==> config.mk <==
export PLATFORM = sky130hd
export DESIGN_NAME = vga_sync_gen
export DESIGN_NICKNAME = d
export VERILOG_FILES = /design/src/rtl/vga_timing_pkg.sv /design/src/rtl/rise_detect.sv /design/src/rtl/vga_sync_gen.sv
export SDC_FILE = /design/constraint.sdc
export NUM_CORES = 1
export LEC_CHECK = 0
export CAP_MARGIN = 0
export CELL_PAD_IN_SITES_DETAIL_PLACEMENT = 1
export CELL_PAD_IN_SITES_GLOBAL_PLACEMENT = 2
export CORE_AREA = 2 2 66 68
export CTS_CLUSTER_SIZE = 24
export DETAILED_ROUTE_END_ITERATION = 8
export DIE_AREA = 0 0 68 70
export PLACE_DENSITY_LB_ADDON = 0.1
export SLEW_MARGIN = 10
export SYNTH_ARGS = -nofsm -noshare
export SYNTH_HDL_FRONTEND = slang
export SYNTH_SLANG_ARGS = --single-unit
==> constraint.sdc <==
create_clock -name clk -period 2.4 [get_ports clk]
set_clock_uncertainty 0.15 [all_clocks]
set_input_delay 0.36 -clock clk [delete_from_list [all_inputs] [get_ports clk]]
set_output_delay 0.36 -clock clk [all_outputs]
set_load 0.02 [all_outputs]
==> src/rtl/vga_timing_pkg.sv <==
// Shared VGA timing constants (640x480@60 defaults), counter type and
// sync-window helpers used by the sync generator.
package vga_timing_pkg;

  localparam int CNT_W   = 10;
  localparam int CNT_MAX = 1 << CNT_W;

  localparam int H_ACTIVE_DEF = 640;
  localparam int H_FP_DEF     = 16;
  localparam int H_SYNC_DEF   = 96;
  localparam int H_BP_DEF     = 48;
  localparam int V_ACTIVE_DEF = 480;
  localparam int V_FP_DEF     = 10;
  localparam int V_SYNC_DEF   = 2;
  localparam int V_BP_DEF     = 33;

  localparam int H_TOTAL_DEF = H_ACTIVE_DEF + H_FP_DEF + H_SYNC_DEF + H_BP_DEF;
  localparam int V_TOTAL_DEF = V_ACTIVE_DEF + V_FP_DEF + V_SYNC_DEF + V_BP_DEF;

  typedef logic [CNT_W-1:0] cnt_t;

  // Inclusive count range; a sync pulse is active while the counter is inside it.
  typedef struct packed {
    cnt_t first;
    cnt_t last;
  } window_t;

  function automatic window_t make_window(input int start, input int len);
    window_t w;
    w.first = cnt_t'(start);
    w.last  = cnt_t'(start + len - 1);
    return w;
  endfunction

  function automatic logic in_window(input cnt_t c, input window_t w);
    return (c >= w.first) && (c <= w.last);
  endfunction

endpackage

==> src/rtl/rise_detect.sv <==
// Registered rising-edge detector for a slow square wave sampled as data.
// The delayed-sample reset value is a port so the caller decides what counts as an edge out of reset.
module rise_detect (
  input  logic clk,
  input  logic rst,
  input  logic d,
  input  logic d_rst_val,
  output logic pulse
);

  logic d_q, d_d;
  logic pulse_q, pulse_d;

  always_comb begin
    d_d     = d;
    pulse_d = d & ~d_q;
  end

  // NOTE: sequential state uses non-blocking assignments so every flop samples pre-edge values.
  always_ff @(posedge clk) begin
    if (rst) begin
      d_q     <= d_rst_val;
      pulse_q <= 1'b0;
    end else begin
      d_q     <= d_d;
      pulse_q <= pulse_d;
    end
  end

  assign pulse = pulse_q;

endmodule

==> src/rtl/vga_sync_gen.sv <==
// VGA horizontal/vertical timing generator running on clk, advancing one pixel per
// rising edge of the divided pixel-rate input clk_div.
module vga_sync_gen
  import vga_timing_pkg::*;
#(
  parameter int   H_ACTIVE = H_ACTIVE_DEF,
  parameter int   H_FP     = H_FP_DEF,
  parameter int   H_SYNC   = H_SYNC_DEF,
  parameter int   H_BP     = H_BP_DEF,
  parameter int   V_ACTIVE = V_ACTIVE_DEF,
  parameter int   V_FP     = V_FP_DEF,
  parameter int   V_SYNC   = V_SYNC_DEF,
  parameter int   V_BP     = V_BP_DEF,
  parameter logic SYNC_POL = 1'b0
) (
  input  logic             clk,
  input  logic             rst,
  input  logic             clk_div,
  output logic             pix_tick,
  output logic             hsync,
  output logic             vsync,
  output logic             video_on,
  output logic [CNT_W-1:0] pixel_x,
  output logic [CNT_W-1:0] pixel_y,
  output logic             frame_start
);

  localparam int H_TOTAL = H_ACTIVE + H_FP + H_SYNC + H_BP;
  localparam int V_TOTAL = V_ACTIVE + V_FP + V_SYNC + V_BP;

  localparam cnt_t    H_LAST     = cnt_t'(H_TOTAL - 1);
  localparam cnt_t    V_LAST     = cnt_t'(V_TOTAL - 1);
  localparam cnt_t    H_VIS      = cnt_t'(H_ACTIVE);
  localparam cnt_t    V_VIS      = cnt_t'(V_ACTIVE);
  localparam window_t H_SYNC_WIN = make_window(H_ACTIVE + H_FP, H_SYNC);
  localparam window_t V_SYNC_WIN = make_window(V_ACTIVE + V_FP, V_SYNC);

  if (H_TOTAL > CNT_MAX || V_TOTAL > CNT_MAX || H_SYNC < 1 || V_SYNC < 1) begin : g_timing_check
    $fatal(1, "vga_sync_gen: totals must fit the 10-bit counters and sync widths must be nonzero");
  end

  cnt_t h_cnt_q, h_cnt_d;
  cnt_t v_cnt_q, v_cnt_d;

  // A fresh reset treats clk_div as already high, so a high level at release is not an edge.
  rise_detect u_rise_detect (
    .clk       (clk),
    .rst       (rst),
    .d         (clk_div),
    .d_rst_val (1'b1),
    .pulse     (pix_tick)
  );

  // NOTE: every always_comb output gets a default first so no path can infer a latch.
  always_comb begin
    h_cnt_d = h_cnt_q;
    v_cnt_d = v_cnt_q;
    if (pix_tick) begin
      if (h_cnt_q == H_LAST) begin
        h_cnt_d = '0;
        v_cnt_d = (v_cnt_q == V_LAST) ? '0 : v_cnt_q + 1'b1;
      end else begin
        h_cnt_d = h_cnt_q + 1'b1;
      end
    end
  end

  always_ff @(posedge clk) begin
    if (rst) begin
      h_cnt_q <= '0;
      v_cnt_q <= '0;
    end else begin
      h_cnt_q <= h_cnt_d;
      v_cnt_q <= v_cnt_d;
    end
  end

  assign pixel_x     = h_cnt_q;
  assign pixel_y     = v_cnt_q;
  assign video_on    = (h_cnt_q < H_VIS) && (v_cnt_q < V_VIS);
  assign hsync       = in_window(h_cnt_q, H_SYNC_WIN) ? SYNC_POL : ~SYNC_POL;
  assign vsync       = in_window(v_cnt_q, V_SYNC_WIN) ? SYNC_POL : ~SYNC_POL;
  assign frame_start = pix_tick && (h_cnt_q == H_LAST) && (v_cnt_q == V_LAST);

endmodule

Yosys cells after proc, flatten, opt, wreduce, memory -nomap -nowiden
Index checks and enable logic that the tools add are counted.
Cells by class
  $add $sub $neg: 2
  magnitude comparators: 6
  eq/ne operators: 2
  multiplexer cells: 4
  bitwise logic cells: 2
  reduce and logical (&&, ||, !) cells: 6
Operators by type and width (number)
  $add A10 B1 Y10 const B: 2
  $eq A10 B10 Y1 const B: 2
  $mux W10: 2
  $ge A10 B10 Y1 const B: 1
  $ge A10 B9 Y1 const B: 1
  $le A10 B10 Y1 const B: 1
  $le A10 B9 Y1 const B: 1
  $lt A10 B10 Y1 const B: 1
  $lt A10 B9 Y1 const B: 1
  $logic_and A1 B1 Y1: 5
  $mux W1: 2
  $reduce_and A2 Y1: 1
  $and A1 B1 Y1: 1
  $not A1 Y1: 1
Word-level totals
  register bits: 22
  bits of input ports: 3
  output and inout port bits: 25

Logic depth before layout (Yosys ltp)
Gate-level depths: netlist of run 1.
  depth after elaboration: 3
  depth in mapped cells: 7

Cells and area by module
Synthesis of run 1 repeated with hierarchy kept, for this count alone.
Unflattened totals
  cells, all modules: 130
  area total of the unflattened synthesis: 1129.8 um^2
Modules (own cells, without submodules)
  vga_sync_gen: instances 1, cells each 126, area each 1067.3 um^2
  rise_detect: instances 1, cells each 4, area each 62.6 um^2

Worst setup path after synthesis of run 1
No wires, ideal clock.
  kind: register to output
  start: register h_cnt_q[0], in the netlist pixel_x[0]
  end: output frame_start
  data arrival time: 1651 ps
  data required time: 1890 ps
  setup slack: 239 ps
  stages on the path, launching flop included: 7
  cells stage by stage: dfxtp_1 ha_1 and4_1 buf_4 nand4_2 buf_2 nor2_1
Between the ends
  word-level cells in the longest chain between the ends: 3
Ends and longest elaborated chain
  from (decl): RTL line vga_sync_gen.sv:42  | cnt_t h_cnt_q, h_cnt_d;
  from (signal assigned): RTL line vga_sync_gen.sv:73  | h_cnt_q <= h_cnt_d;
  $eq A10 B10 Y1: RTL line vga_sync_gen.sv:83  | assign frame_start = pix_tick && (h_cnt_q == H_LAST) && (v_cnt_q == V_LAST);
  $logic_and A1 B1 Y1 (2 in series): RTL line vga_sync_gen.sv:83
  to (decl): RTL line vga_sync_gen.sv:25  | output logic frame_start
No other way between the ends.

Worst setup path in the final report of run 1
  start: register v_cnt_q[2], in the netlist pixel_y[2]
  end: output vsync
Between the ends
  word-level cells in the longest chain between the ends: 3
  elaborated cells on any way between the ends: 4
  classes of those cells: 2 x order compare; 1 x mux; 1 x reduce/logical
Ends and longest elaborated chain
  from (decl): RTL line vga_sync_gen.sv:43  | cnt_t v_cnt_q, v_cnt_d;
  from (signal assigned): RTL line vga_sync_gen.sv:74  | v_cnt_q <= v_cnt_d;
  $ge A10 B9 Y1 / $le A10 B9 Y1 (equally long branches): RTL line vga_timing_pkg.sv:36  | return (c >= w.first) && (c <= w.last);
  $logic_and A1 B1 Y1 (*): RTL line vga_timing_pkg.sv:36
  $mux W1 (*): RTL line vga_sync_gen.sv:82  | assign vsync = in_window(v_cnt_q, V_SYNC_WIN) ? SYNC_POL : ~SYNC_POL;
  to (decl): RTL line vga_sync_gen.sv:21  | output logic vsync,
Mark *: on every way between the ends. The rest lies on a longest branch, timed or not.

==> results of run 1 <==
[registers in the layout, indices dropped and copies added (netlist names)]
signal / cells
pixel_x: 10
pixel_y: 10
u_rise_detect.pulse: 1
u_rise_detect.d_q: 1
[path summary, 6_finish.rpt]
path	startpoint	to	slack [ns]	cells past startpoint
min	u_rise_detect.d_q$_SDFF_PP1_	u_rise_detect.pulse$_SDFF_PP0_	0.25	1
max	pixel_y[2]$_SDFFE_PP0P_	vsync	0.17	3
max reg2reg	pixel_x[1]$_SDFFE_PP0P_	pixel_y[7]$_SDFFE_PP0P_	0.39	6
min reg2reg	u_rise_detect.d_q$_SDFF_PP1_	u_rise_detect.pulse$_SDFF_PP0_	0.25	1
[critical path, stage by stage, from the launching register on]
cell	delay, ns
dfxtp_1	0.32
or4b_2	0.66
or3_1	0.32
clkbuf_2	0.16
[routing by layer]
| layer | vias to the layer above | routed length [um] | track usage, % |
|---|---|---|---|
| met4 | 0 | 44 | 4.00 |
| met1 | 506 | 1390 | 18.5 |
| met2 | 21 | 1520 | 24.3 |
| met3 | 5 | 109 | 2.74 |
| li1 | 526 | - | - |
| met5 | - | 0 | 0 |
[placed cells by master (no fill, tap or decap), drive strengths merged, types with 4 or more instances in the layout]
| master | instances |
|---|---|
| buf | 13 |
| xor2 | 5 |
| xnor2 | 6 |
| nor2 | 15 |
| ha | 4 |
| dfxtp | 22 |
| nand2 | 9 |
| nor3 | 4 |
| nand4 | 7 |
| nand3 | 5 |
| clkbuf | 6 |
| a21oi | 8 |
| o21ai | 6 |
| or3 | 6 |
| inv | 6 |
| clkdlybuf4s50 | 25 |
[logic make-up (layout without fill, tap and decap cells)]
| group | after synthesis | count (layout) |
|---|---|---|
| AO/OA/AOI/OAI | 17 | 17 |
| XOR/XNOR | 11 | 11 |
| adder cells (fa/ha/maj) | 4 | 4 |
| buffers and inverters | 11 | 50 |
| flip-flops | 22 | 22 |
| multiplexers | 1 | 1 |
| AND/OR/NAND/NOR | 61 | 61 |
[final cells by class]
| cell class | count | area, sq um | share of cell area [%] |
|---|---|---|---|
| clock buffers | 4 | 55.1 | 3.55 |
| multi-input cells | 94 | 608 | 39.3 |
| flip-flops and latches | 22 | 440 | 28.4 |
| inverters | 6 | 22.5 | 1.45 |
| well taps | 52 | 65.1 | 4.20 |
| repair buffers | 40 | 358 | 23.1 |
[what timing repair did]
item,4_1_cts,5_1_grt
cloned,0,0
hold endpoints to repair,0,0
setup endpoints to repair,2,2
gates resized for setup,3,4
[power breakdown]
group,internal [mW],switching [mW],leakage (nW)
clock,0.146,0.127,0.0288
combinational,0.00963,0.0113,0.342
sequential,0.367,0.000893,0.178
==> flow_summary.yaml, run 1 <==
outcome:
  status: "completed"
drt:
  drtPass1Iterations: 4
  first_iter_violations: 40
  vias_per_cell: 4.85
  drc: 0
  avgRoutedWirePerCell_um: 14.0
  dr_total_vias: 1058
  drt-total-wl_um: 3060
  ant_nets: 0
setup_path:
  path_class: "reg2out"
  end_kind: "primary output"
  crit_required_ns: 1.89
  worstSetupStartpointType: "register"
  arrival_ns: 1.72
  crit_fanout: 2
place:
  dp.cells: 214
  portBuffers: 27
  place_ws_ns: 0.0683
  dp_hpwl_um: 2330
  dpl-instance-area_sq_um: 1500
  gp_congestion: 0.705
logic_synthesis:
  synth_edf_count: 0
  netlist_instances: 127
  yosysWarnings: 0
  yosys-top-cells-area: "dfxtp_1, nor2_1, xnor2_1, ha_1, xor2_1"
  yosysSeqAreaShare_pct: 40.1
  synth_compound_area_share_pct: 8.78
  syn_area_sq_um: 1100
  ys_async_sr_fraction_pct: 0
  yosys-top-cells-count: "dfxtp_1, nor2_1, nand2_1, a21oi_1"
  synthAdderAreaFrac_pct: 4.56
  synth_top_family_by_area: "simple AND/OR/NAND/NOR gates"
  synthMuxAreaShare_pct: 0.912
  yosys.area_share.simple_pct: 31.8
  synth_top_area_share_pct: 40.1
  avgSynthCellArea_sq_um: 8.64
  synth-xor-area-share_pct: 8.78
  synthFlopType: "dfxtp_1"
  synth.ff_latch_count: 22
  postSynthNetCount: 134
  synth.most_common_cell: "dfxtp_1"
  yosysUniqueCellTypes: 33
  synth_top_cell_by_area: "dfxtp_1"
cts:
  clockBufferDepth: 2
  numCtsBuffers: 3
  clk_latency_ns: 0.27
  cts_tree: "done"
  post_cts_buffers: 0
  cts-root-buf: "clkbuf_8"
  ctsHoldBuffers: 0
  htree_levels: 1
  clkSinkCount: 22
  path_clk_slew_ns: 0.08
floorplanning:
  die_y_um: 70
  io_pins: 28
  die_width_um: 68
  std_cell_rows: 24
  initial_core_util_pct: 26.5
  die-area_sq_um: 4760
  core_area_sq_um: 4140
sta:
  setup_ws_ns: 0.169
  fin_worst_hold_slack_ns: 0.248
  slew-limit-headroom_pct: 70.2
  rsz0062_at_grt: "no"
  finalCritPeriodShare_pct: 93.0
  layout_min_cycle_time_ns: 2.23
  fin_tns_setup_ns: 0
  hold_viol_final: 0
  tightest_slew_ns: 0.446
  max_freq_mhz: 448
  setup_viol: 0
  slew_violations: 0
cells_and_area:
  area_growth_syn_to_layout_pct: 41.2
  n_antenna_cell: 0
  post-route-util_pct: 37.4
  fin_cells: 218
  nFillCells: 494
  drive_gt1_share_pct: 15.7
  nNetsFinal: 174
  fin_area_sq_um: 1550
global_route:
  grt_pass1_wl_um: 5380
  antenna_found_initial: 0
  grt_pass1_vias: 1123
  grt_overflow: 0
  grtUsageTotal_pct: 14.5
  grt_max_degree: 16
job:
  cap_viol_max_count: 0
power_and_ir_drop:
  powerDensity_nw_per_um2: 427
  ir_drop_uv: 190
  finalPower_mw: 0.662
  p_leak_nw: 0.548
min_path:
  hold_path_class: "reg2reg"
(Power assumes the default switching activity.)
==> inputs of run 2 (changes only) <==
--- a/config.mk
+++ b/config.mk
@@ -5,6 +5,7 @@
 export SDC_FILE = /design/constraint.sdc
 export NUM_CORES = 1
 export LEC_CHECK = 0
+export ABC_AREA = 0
 export CAP_MARGIN = 0
 export CELL_PAD_IN_SITES_DETAIL_PLACEMENT = 1
 export CELL_PAD_IN_SITES_GLOBAL_PLACEMENT = 2
@@ -13,6 +14,7 @@
 export DETAILED_ROUTE_END_ITERATION = 8
 export DIE_AREA = 0 0 68 70
 export PLACE_DENSITY_LB_ADDON = 0.1
+export RECOVER_POWER = 25
 export SLEW_MARGIN = 10
 export SYNTH_ARGS = -nofsm -noshare
 export SYNTH_HDL_FRONTEND = slang
==> flow_summary.yaml, run 2 (synthesis gave the netlist of run 1 again) <==
outcome:
  status: "completed"
cells_and_area:
  drive_gt1_share_pct: 15.1
  fin_area_sq_um: 1550
  fin_cells: 218
  final_cell_mix: "dfxtp_1, clkdlybuf4s50_1, nor2_1"
  area_growth_syn_to_layout_pct: 40.8
  post-route-util_pct: 37.3
  layout_commonest_cell: "dfxtp_1"
  nNetsFinal: 174
  n_antenna_cell: 0
cts:
  cts.repair.resized: 3
  clockBufferDepth: 2
  path_clk_slew_ns: 0.08
  clk_latency_ns: 0.27
  cts_tree: "done"
  cts-root-buf: "clkbuf_8"
  clkSinkCount: 22
  post_cts_buffers: 0
  numCtsBuffers: 3
  ctsHoldBuffers: 0
  htree_levels: 1
setup_path:
  crit_required_ns: 1.89
  arrival_ns: 1.72
  end_kind: "primary output"
  crit_fanout: 2
  worstSetupStartpointType: "register"
  path_class: "reg2out"
global_route:
  grtUsageTotal_pct: 14.5
  grt_pass1_wl_um: 5380
  antenna_found_initial: 0
  grt_max_degree: 16
  grt_pass1_vias: 1123
  grt_overflow: 0
sta:
  fin_worst_hold_slack_ns: 0.248
  max_freq_mhz: 448
  slew_violations: 0
  setup_viol: 0
  slew-limit-headroom_pct: 70.2
  finalCritPeriodShare_pct: 93.0
  layout_min_cycle_time_ns: 2.23
  hold_viol_final: 0
  fin_tns_setup_ns: 0
  rsz0062_at_grt: "no"
  tightest_slew_ns: 0.446
  setup_ws_ns: 0.169
drt:
  dr_total_vias: 1059
  drtPass1Iterations: 4
  ant_nets: 0
  avgRoutedWirePerCell_um: 14.0
  drt-total-wl_um: 3060
  first_iter_violations: 39
  drc: 0
  vias_per_cell: 4.86
floorplanning:
  io_pins: 28
  std_cell_rows: 24
  die-area_sq_um: 4760
  core_area_sq_um: 4140
  die_width_um: 68
  initial_core_util_pct: 26.5
  die_y_um: 70
job:
  cap_viol_max_count: 0
place:
  dp.cells: 214
  place_ws_ns: 0.0683
  portBuffers: 27
  gp_congestion: 0.705
  dpl-instance-area_sq_um: 1500
  dp_hpwl_um: 2330
min_path:
  hold_path_class: "reg2reg"
power_and_ir_drop:
  p_leak_nw: 0.566
  ir_drop_uv: 190
  finalPower_mw: 0.661
  powerDensity_nw_per_um2: 428
## run 2: area by class of cell
class | instances | area [sq um]
Fill cell | 495 | 2600
Multi-Input combinational cell | 94 | 608
Sequential cell | 22 | 440
Timing Repair Buffer | 40 | 354
Tap cell | 52 | 65.1
Clock buffer | 4 | 55.1
Inverter | 6 | 22.5
## run 2: critical path, stage by stage (launching register included)
cell and delay [ns]:
dfxtp_1 0.32, or4b_2 0.66, or3_1 0.32, clkbuf_2 0.16
## run 2: path summary, 6_finish.rpt
kind                                              startpoint                              to  slack [ns]  cells after the start
worst min register to register  u_rise_detect.d_q$_SDFF_PP1_  u_rise_detect.pulse$_SDFF_PP0_        0.25                      1
worst max register to register       pixel_x[1]$_SDFFE_PP0P_         pixel_y[6]$_SDFFE_PP0P_        0.37                      6
worst min-delay path            u_rise_detect.d_q$_SDFF_PP1_  u_rise_detect.pulse$_SDFF_PP0_        0.25                      1
worst max-delay path                 pixel_y[2]$_SDFFE_PP0P_                           vsync        0.17                      3
## run 2: power breakdown
part	switching, mW	internal, mW
combinational	0.0113	0.00928
clock	0.127	0.146
sequential	0.000890	0.367
total	0.139	0.522
## run 2: routing by layer
layer,GRT usage (%),part of all wire (%),up-vias
met1,18.5,46,507
met5,0,0,-
met4,4.00,1.4,0
met3,2.74,3.4,5
met2,24.3,49,21
li1,-,-,526
